**src/rtl/data_mem_master.sv**
```systemverilog
// rtl/data_mem_master.sv - load/store initiator for the synchronous data memory
// Screens each request for alignment and range, then drives one memory access and one response pulse.
module data_mem_master #(
  parameter int SIZE     = 32,
  parameter int MEM_SIZE = 1024
) (
  input  logic            clk,
  input  logic            rst,
  input  logic            req_valid,
  output logic            req_ready,
  input  logic            req_we,
  input  logic [SIZE-1:0] req_addr,
  input  logic [SIZE-1:0] req_wdata,
  output logic            rsp_valid,
  output logic            rsp_err,
  output logic [SIZE-1:0] rsp_rdata,
  output logic [SIZE-1:0] mem_addr,
  output logic [SIZE-1:0] mem_data_in,
  output logic            mem_we,
  input  logic [SIZE-1:0] mem_data_out
);

  typedef enum logic [1:0] {IDLE, ACCESS, CAPTURE, RESP} state_t;

  localparam logic [SIZE-1:0] MEM_WORDS = SIZE'(MEM_SIZE);

  state_t          state, state_next;
  logic            accept;
  logic            bad_req;
  logic [SIZE-1:0] word_idx;

  assign req_ready = (state == IDLE);
  assign accept    = req_valid & req_ready;
  assign word_idx  = {2'b00, req_addr[SIZE-1:2]};
  assign bad_req   = (req_addr[1:0] != 2'b00) || (word_idx >= MEM_WORDS);

  always_ff @(posedge clk) begin
    if (rst) state <= IDLE;
    else     state <= state_next;
  end

  // In ACCESS, mem_we still tells store from load, so no separate op flag is kept.
  always_comb begin
    state_next = state;
    case (state)
      IDLE:    if (accept) state_next = bad_req ? RESP : ACCESS;
      ACCESS:  state_next = mem_we ? RESP : CAPTURE;
      CAPTURE: state_next = RESP;
      RESP:    state_next = IDLE;
      default: state_next = IDLE;
    endcase
  end

  always_ff @(posedge clk) begin
    if (rst) begin
      rsp_valid   <= 1'b0;
      rsp_err     <= 1'b0;
      rsp_rdata   <= '0;
      mem_addr    <= '0;
      mem_data_in <= '0;
      mem_we      <= 1'b0;
    end else begin
      case (state)
        IDLE: begin
          if (accept) begin
            if (bad_req) begin
              rsp_valid <= 1'b1;
              rsp_err   <= 1'b1;
              rsp_rdata <= '0;
            end else begin
              mem_addr <= word_idx;
              mem_we   <= req_we;
              if (req_we) mem_data_in <= req_wdata;
            end
          end
        end
        ACCESS: begin
          if (mem_we) begin
            mem_we    <= 1'b0;
            rsp_valid <= 1'b1;
            rsp_err   <= 1'b0;
            rsp_rdata <= '0;
          end
        end
        CAPTURE: begin
          rsp_rdata <= mem_data_out;
          rsp_valid <= 1'b1;
          rsp_err   <= 1'b0;
        end
        RESP:    rsp_valid <= 1'b0;
        default: rsp_valid <= 1'b0;
      endcase
    end
  end

endmodule

```
**config.mk**
```make
export PLATFORM = sky130hd
export DESIGN_NAME = data_mem_master
export DESIGN_NICKNAME = d
export VERILOG_FILES = /design/src/rtl/data_mem_master.sv
export SDC_FILE = /design/constraint.sdc
export NUM_CORES = 1
export LEC_CHECK = 0
export ABC_AREA = 1
export CORE_MARGIN = 10
export CORE_UTILIZATION = 30
export DETAILED_ROUTE_END_ITERATION = 10
export PLACE_DENSITY = 0.66
export SLEW_MARGIN = 40
export SYNTH_ARGS = -nofsm -noshare
export SYNTH_HDL_FRONTEND = slang
export SYNTH_SLANG_ARGS = --single-unit
```
**constraint.sdc**
```tcl
create_clock -name clk -period 2.94 [get_ports clk]
set_clock_uncertainty 0.1 [all_clocks]
set_input_delay 0.588 -clock clk [delete_from_list [all_inputs] [get_ports clk]]
set_output_delay 0.588 -clock clk [all_outputs]
set_load 0.02 [all_outputs]
```
== After elaboration in Yosys (flattened, before gate mapping) ==
Cells that the tools add are included.
Storage, ports and cells
  register bits: 99
  input bits: 100
  output and inout port bits: 100
  word-level logic and storage cells: 44
Cells by class
  magnitude comparators: 1
  eq/ne operators: 7
  multiplexer cells: 17
  bitwise operators: 2
  reductions and logical operators: 10
Operators by type and width (number)
  $mux W32: 3
  $pmux W32 S3: 1
  $ge A30 B11 Y1 const B: 1
  $reduce_and A3 Y1: 3
  $pmux W2 S4: 1
  $reduce_and A4 Y1: 2
  $mux W1: 7
  $eq A2 B2 Y1 const B: 2
  $mux W2: 2
  $ne A2 B1 Y1 const B: 2
  $ne A2 B2 Y1 const B: 2
  $pmux W1 S4: 1
  $reduce_bool A2 Y1: 2
  $pmux W1 S3: 1
  $reduce_bool A3 Y1: 1
  $eq A2 B1 Y1 const B: 1
  $logic_not A2 Y1: 1
  $pmux W1 S2: 1
  $and A1 B1 Y1: 1
  $logic_or A1 B1 Y1: 1
  $not A1 Y1: 1

== Logic depth before layout (Yosys ltp) ==
Gate-level depths: netlist (run 1).
  depth after elaboration: 5
  gate-level depth with buffers: 11

== Worst setup path after synthesis (run 1) ==
No wires, ideal clock.
  path type: reg-to-reg
  from: reg state[0]
  to: reg mem_data_in[10]
  library setup time: 113 ps
  arrival: 1676 ps
  data required time: 2727 ps
  slack: 1051 ps
  stages on the path, launching flop included: 11
  buffers on the path: 1
  cell sequence: dfxtp_1 inv_1 ha_1 nand2_1 nor2_2 nand2_1 nor2_4 nand3_4 buf_2 nor2_1 nor2_1
Between the ends
  longest elaborated chain between the ends: 3
RTL lines
  start, declared: line 27  | state_t state, state_next;
  start signal, assigned: line 39  | else state <= state_next;
  $logic_not A2 Y1 (*): line 32  | assign req_ready = (state == IDLE);
  via req_ready: line 10  | output logic req_ready,
  $and A1 B1 Y1: line 33  | assign accept = req_valid & req_ready;
  $reduce_and A4 Y1 (no line) (*)
  end signal, assigned: line 73  | if (req_we) mem_data_in <= req_wdata;
  end, declared: line 18  | output logic [SIZE-1:0] mem_data_in,
Mark *: on every way through the listed nets, which the timed path passes. The rest lies on a longest branch.
A chain may end at the register's enable or synchronous reset.

== Worst setup path after layout (run 1) ==
  from: reg state[0]
  to: out req_ready
Between the ends
  longest elaborated chain between the ends: 1
RTL lines (line)
  $logic_not A2 Y1: 32
  end, declared: 10
No other way between the ends.

==> summary.txt, run 1 <==
Clock tree
  – # resized after CTS: 0
  – Worst skew pair latency: 340 ps
  – Post CTS Setup Buffer Count: 0
  – # hold bufs at CTS: 0
  – CTS max path bufs: 2
  – CTS sink cnt: 99
  – CTS tree: yes
  – CTS Buf Count: 9
  – Reg clk slew, reported paths: 60 ps
  – H-tree lvl count: 3
  – Root Driver: clkbuf_16

Setup path
  – FF-to-FF Start: state[0]$_SDFFE_PP0P_
  – CP required: between 2000 and 2500 ps
  – Worst R2R Path Depth: 11
  – Reg2reg end: mem_data_in[1]$_SDFFE_PP0P_
  – Crit path max fanout: 6
  – FF-to-FF setup slack: 790 ps
  – Worst path arrival time: 1770 ps
  – Startpoint Class: register
  – Crit Path Category: reg -> out
  – CP Capture Type: output port

Worst hold path
  – Hold_sp: mem_addr[21]$_SDFFE_PP0P_
  – WHS Endpoint: mem_addr[21]$_SDFFE_PP0P_
  – Tightest Hold Check Type: reg -> reg
  – Hold-critical path depth: 2

Power
  – Leak pwr: 0.00301 uW
  – Final total power: 4820 uW
  – Max VDD drop: 408 uV
  – Pwr dens: 745 mW/mm^2

Floorplanning
  – Die width: between 100 and 150 um
  – I/O pin count: 200
  – Starting Density: 30.6%
  – Site Rows: 42
  – Die footprint: between 0.015 and 0.02 sq mm
  – Chip Height: 136 um
  – Core area: 0.0132 sq mm

Final layout
  – Antenna diode count: 0
  – Fin nets: 881
  – Layout area overhead: 59.5%
  – Fill count: 1407
  – Layout cells sized above 1: approximately 4.1%

Status
  – Run status: complete, no violations

Place
  – Placer Congestion: a little over 0.7
  – Port bufs: 197
  – Final HPWL DP: between 9 and 10 mm
  – Post-Place Worst Slack: between 400 and 500 ps

Drt
  – Pre-antenna DRT Iters: 6
  – Via count: 3899
  – Total Wirelength: roughly 12 mm
  – DRC errors left: 0
  – DRT iter0 DRCs: 140
  – Via density per instance: 4.07
  – WL/cell: 13.0 um
  – Antenna-violating nets left: 0

Global route
  – Largest net degree at the start of global routing: 65
  – Vias in the first global route: 3668
  – Overflow after GRT: 0
  – Total track usage: 13.0%
  – Antenna violations before repair: 0
  – First-pass GRT wire length: approximately 19 mm

Timing
  – Final hold violation count: 0
  – F_max: 407 MHz
  – Final setup vio count: 0
  – Setup TNS: 0 ps
  – RSZ-0062 raised after global routing: false
  – Slew HR: 58.1%
  – Final slew viol count: 0
  – Worst-Margin Slew: 628 ps
  – Minimum clock period: 2460 ps
  – Fin crit share: 83.6%
  – Worst setup margin: 484 ps
  – Fin Hold WS: 354 ps

Synth
  – Seq/Total Area, Yosys: 48.9%
  – Synthesized cell area: 0.00405 sq mm
  – FF+latch count, synth: 99
  – Syn_area_per_cell: 6.87 sq um
  – Synth unique cells: 24
  – Ys Warns: 0
  – Post-Synthesis Cells: 589

Flow run
  – Max Cap Violations: 0
[cell usage in the layout (no fill, tap or decap)]
master / synthesis / final
clkdlybuf4s50_1: 0 / 197
nand2_1: 145 / 145
nor2_1: 130 / 130
dfxtp_1: 99 / 99
inv_1: 95 / 95
a21oi_1: 32 / 32
nand3_1: 21 / 21
o21ai_0: 12 / 12
clkbuf_16: 0 / 9
nand4_1: 8 / 8
buf_4: 3 / 7
ha_1: 4 / 4
clkinv_2: 0 / 4
inv_2: 1 / 2
nand3_2: 2 / 2
clkinv_1: 3 / 2
conb_1: 1 / 2
clkbuf_8: 0 / 2
buf_12: 0 / 2
nor2_2: 1 / 1
nor2_4: 1 / 1
o21ai_1: 1 / 1
nand3_4: 1 / 1
o221ai_1: 1 / 1
o21a_1: 1 / 1
clkinvlp_4: 0 / 1
[cell usage after synthesis (all sizes together)]
master | n | area share (%)
a21oi | 32 | 4.0
buf | 17 | 2.7
clkbuf | 13 | 1.2
clkinv | 3 | 0.28
conb | 1 | 0.093
dfxtp | 99 | 49
ha | 4 | 1.2
inv | 96 | 8.9
nand2 | 145 | 13
nand3 | 24 | 3.5
nand4 | 8 | 1.2
nor2 | 132 | 12
o21a | 1 | 0.19
o21ai | 13 | 1.6
o221ai | 1 | 0.22
[routing by layer]
layer  global-route usage [%]  vias to the layer above  part of all wire [%]  wire length (um)
met1                     14.5                     1649                    41              5070
met2                     20.5                      121                    45              5650
met3                     7.08                       12                    13              1570
met4                     4.91                        0                   1.5               190
li1                         -                     2117                     -                 -
met5                        0                        -                     0                 0
[per-stage QoR]
| step | cell area [sq um] | util [%] | cells |
|---|---|---|---|
| after floorplan | 4050 | - | 590 |
| after global placement | 6180 | 46.7 | 942 |
| after detailed placement | 6180 | 46.7 | 942 |
| after CTS | 6460 | 48.8 | 958 |
| after global routing | 6460 | 48.8 | 958 |
| final | 6460 | 48.8 | 958 |
[worst max path at each step]
stage / start / to / slack, ps / depth (start not counted)
after floorplan: state[0]$_SDFFE_PP0P_ / mem_data_in[10]$_SDFFE_PP0P_ / 1050 / 10
after global placement: req_addr[13] / mem_data_in[6]$_SDFFE_PP0P_ / 490 / 10
after detailed placement: req_addr[13] / mem_data_in[5]$_SDFFE_PP0P_ / 480 / 10
after CTS: state[0]$_SDFFE_PP0P_ / req_ready / 460 / 3
after global routing: state[0]$_SDFFE_PP0P_ / req_ready / 400 / 3
final: state[0]$_SDFFE_PP0P_ / req_ready / 480 / 3
[where the power goes]
part	leakage, uW	total (uW)	switching, uW	internal, uW
logic	0.00206	2000	1110	885
registers	0.000805	1700	123	1580
clock network	0.000141	1110	497	614
total	0.00301	4820	1740	3080
[sequential cells by signal, summed over array words and instances, names as in the netlist]
name and cells:
mem_addr 30, mem_data_in 32, mem_we 1, rsp_err 1
rsp_rdata 32, rsp_valid 1, state 2
[kinds of logic (layout without fill, tap and decap cells)]
| kind of cell | after synthesis | in the layout | share of synthesized area, % |
|---|---|---|---|
| simple gates | 309 | 309 | 30.7 |
| buf+inv | 129 | 321 | 13.1 |
| flops | 99 | 99 | 48.9 |
| compound gates | 47 | 47 | 5.96 |
| fa+ha+maj | 4 | 4 | 1.24 |
| other cells | 1 | 2 | 0.0926 |
[critical path, cell delays in order (launching register included)]
cell and delay (ps):
dfxtp_1 350, inv_1 120, ha_1 290, clkdlybuf4s50_1 660
[cell type report]
cell class	count	area [sq um]	share of cell area [%]
flip-flops and latches	99	1980	30.7
well taps	176	220	3.41
inverters	99	372	5.75
repair buffers	206	2060	32.0
clock buffers	11	253	3.91
clock inverters	5	27.5	0.426
multi-input cells	362	1540	23.9
Note: power is estimated with default switching activity, not from simulation.
==> inputs of run 2 (changes only) <==
- clock period: 2.94 -> 2.4 ns (I/O delays scaled with it)
==> run 2 against run 1 <==
Sequential power rose by 23%. Global-route usage is 0.28 points higher. Register-to-register slack worse by 350 ps. Non-clock buffer count is 4 higher. Largest cell class unchanged.
==> summary.txt, run 2 (synthesis gave the netlist of run 1 again) <==
Status
  – Run status: complete, no violations

Setup path
  – FF-to-FF Start: state[0]$_SDFFE_PP0P_
  – Worst R2R Path Depth: 10 (-1)
  – Setup crit end: req_ready
  – FF-to-FF setup slack: 440 ps (-350 ps)
  – Worst path arrival time: 1390 ps (-380 ps)
  – Crit Path Category: reg -> out
  – CP required: 1820 ps (-430 ps)
  – Startpoint Class: register
  – Reg2reg end: mem_addr[2]$_SDFFE_PP0P_
  – CP Capture Type: output port
  – CP startpoint: state[0]$_SDFFE_PP0P_
  – Crit path max fanout: 6 (unchanged)

Power
  – NetSw: 2100 uW (+21%)
  – Switching portion of total power: 34.9% (-1.1 points)
  – Flop pwr share: 34.7% (-0.7 points)
  – Max VDD drop: 438 uV (+7.4%)
  – Clock power frac: 24.7% (+1.6 points)
  – Leak pwr: 0.00306 uW (+1.6%)
  – Combinational Power Share: 40.6% (-0.9 points)
  – Int Power: 3920 uW (+27%)
  – Final total power: 6020 uW (+25%)
  – Pwr dens: 919 mW/mm^2 (+23%)

Floorplanning
  – Site Rows: 42 (unchanged)
  – Core area: 0.0132 sq mm (unchanged)
  – Chip Height: 136 um (unchanged)
  – Die width: 136 um (unchanged)
  – Starting Density: 30.6% (unchanged)
  – I/O pin count: 200 (unchanged)
  – Die footprint: 0.0185 sq mm (unchanged)

Final layout
  – Antenna diode count: 0 (unchanged)
  – Most common cell after layout, fill and taps aside: clkdlybuf4s50_1
  – Post-route cell area: 0.00655 sq mm (+1.3%)
  – Fill count: 1338 (-4.9%)
  – Top flop regs: mem_data_in: 32 flops, rsp_rdata: 32 flops, mem_addr: 30 flops
  – Layout cells sized above 1: 4.20% (+0.11 points)
  – Layout area overhead: 61.7%
  – Fin nets: 885 (+0.45%)
  – Most frequent cells in the layout: clkdlybuf4s50_1 (196), nand2_1 (145), nor2_1 (130)
  – Fin cells: 962 (+0.42%)

Timing
  – Final slew viol count: 0 (unchanged)
  – Final setup vio count: 0 (unchanged)
  – RSZ-0062 raised after global routing: false
  – Fin crit share: 81.9%
  – F_max: around 500 MHz
  – Fin Hold WS: 350 ps (-4.09 ps)
  – Final hold violation count: 0 (unchanged)
  – Minimum clock period: roughly 2000 ps
  – Setup TNS: 0 ps (unchanged)

Worst hold path
  – Tightest Hold Check Type: reg -> reg
  – Hold-critical path depth: 2 (unchanged)

Flow run
  – Max Cap Violations: 0 (unchanged)

Global route
  – First-pass GRT wire length: 19.7 mm (+2.7%)
  – Antenna violations before repair: 1 (+1)
  – Overflow after GRT: 0 (unchanged)
  – Total track usage: 13.3% (+0.28 points)
  – Vias in the first global route: 3691 (+0.63%)
  – Largest net degree at the start of global routing: 65 (unchanged)

Drt
  – Pre-antenna DRT Iters: 4 (-2)
  – Total Wirelength: 12.6 mm (+1.0%)
  – Antenna-violating nets left: 0 (unchanged)
  – DRC errors left: 0 (unchanged)
  – Via density per instance: 4.06 (-0.24%)
  – DRT iter0 DRCs: 164 (+17%)
  – WL/cell: 13.1 um (+0.61%)
  – Via count: 3906 (+0.18%)

Clock tree
  – Post CTS Setup Buffer Count: 0 (unchanged)
  – CTS Buf Count: 9 (unchanged)
  – CTS tree: yes
  – # hold bufs at CTS: 0 (unchanged)
  – Worst skew pair latency: 340 ps (about the same)
  – CTS max path bufs: 2 (unchanged)
  – H-tree lvl count: 3 (unchanged)
  – CTS sink cnt: 99 (unchanged)
  – Root Driver: clkbuf_16
  – Reg clk slew, reported paths: 60 ps (about the same)

Place
  – Placer Congestion: 0.774 (+6.8%)
  – Placed Cells: 946 (+0.42%)
  – Placed cell area: 0.00623 sq mm (+0.89%)
  – Final HPWL DP: 9.35 mm (+0.97%)
  – Port bufs: 197 (unchanged)
-- run 2: changes by cell type in the layout (fill, tap and decap cells not counted), sizes merged --
cell / previous run / this run
clkbuf: 11 / 15
bufinv: 0 / 1
clkinv: 6 / 2
dlymetal6s2s: 0 / 1
clkinvlp: 1 / 0
clkdlybuf4s50: 197 / 196
buf: 9 / 13
-- run 2: timing repair --
| action | CTS | global route |
|---|---|---|
| endpoints found under the setup margin | 0 | 1 |
| hold endpoints to repair | 0 | 0 |
| resized for setup | 0 | 1 |
-- run 2: power by group through the flow --
stage               Sequential (uW)  Clock, uW  Combinational (uW)
floorplan                      2450          0                1110
global placement               2120          0                2470
detailed placement             2130          0                2470
CTS                            2090       1550                2480
global route                   2130       1600                2740
finish                         2090       1490                2440
-- run 2: critical path, stage by stage, from the launching register on --
cell and delay, ps:
dfxtp_1 410, inv_1 110, ha_1 280, dlymetal6s2s_1 250
-- run 2: worst min path at each step --
stage	slack (ps)	startpoint	to
after floorplan	400	state[0]$_SDFFE_PP0P_	state[0]$_SDFFE_PP0P_
after global placement	340	mem_addr[13]$_SDFFE_PP0P_	mem_addr[13]$_SDFFE_PP0P_
after detailed placement	340	mem_addr[23]$_SDFFE_PP0P_	mem_addr[23]$_SDFFE_PP0P_
after CTS	350	mem_addr[23]$_SDFFE_PP0P_	mem_addr[23]$_SDFFE_PP0P_
after global routing	370	mem_addr[23]$_SDFFE_PP0P_	mem_addr[23]$_SDFFE_PP0P_
final	350	mem_addr[13]$_SDFFE_PP0P_	mem_addr[13]$_SDFFE_PP0P_
-- run 2: stage by stage --
stage / worst slack (ps) / utilization, %
finish: 433 / 49.4
global route: 210 / 49.4
CTS: 31.6 / 49.4
detailed placement: 174 / 47.1
global placement: 194 / 47.1
floorplan: 511 / -
-- run 2: metal layers --
metal	routed length (um)	global-route usage, %
met3	1480	7.01
met1	5390	15.4
met4	212	5.09
met5	0	0
met2	5520	20.4
-- run 2: cell type report --
cell class | count | area (sq um) | area share, %
timing repair buffer | 210 | 2120 | 32.4
sequential | 99 | 1980 | 30.3
multi-input combinational | 362 | 1540 | 23.6
inverter | 99 | 372 | 5.68
clock buffer | 15 | 278 | 4.24
tap | 176 | 220 | 3.36
clock inverter | 1 | 30.0 | 0.459
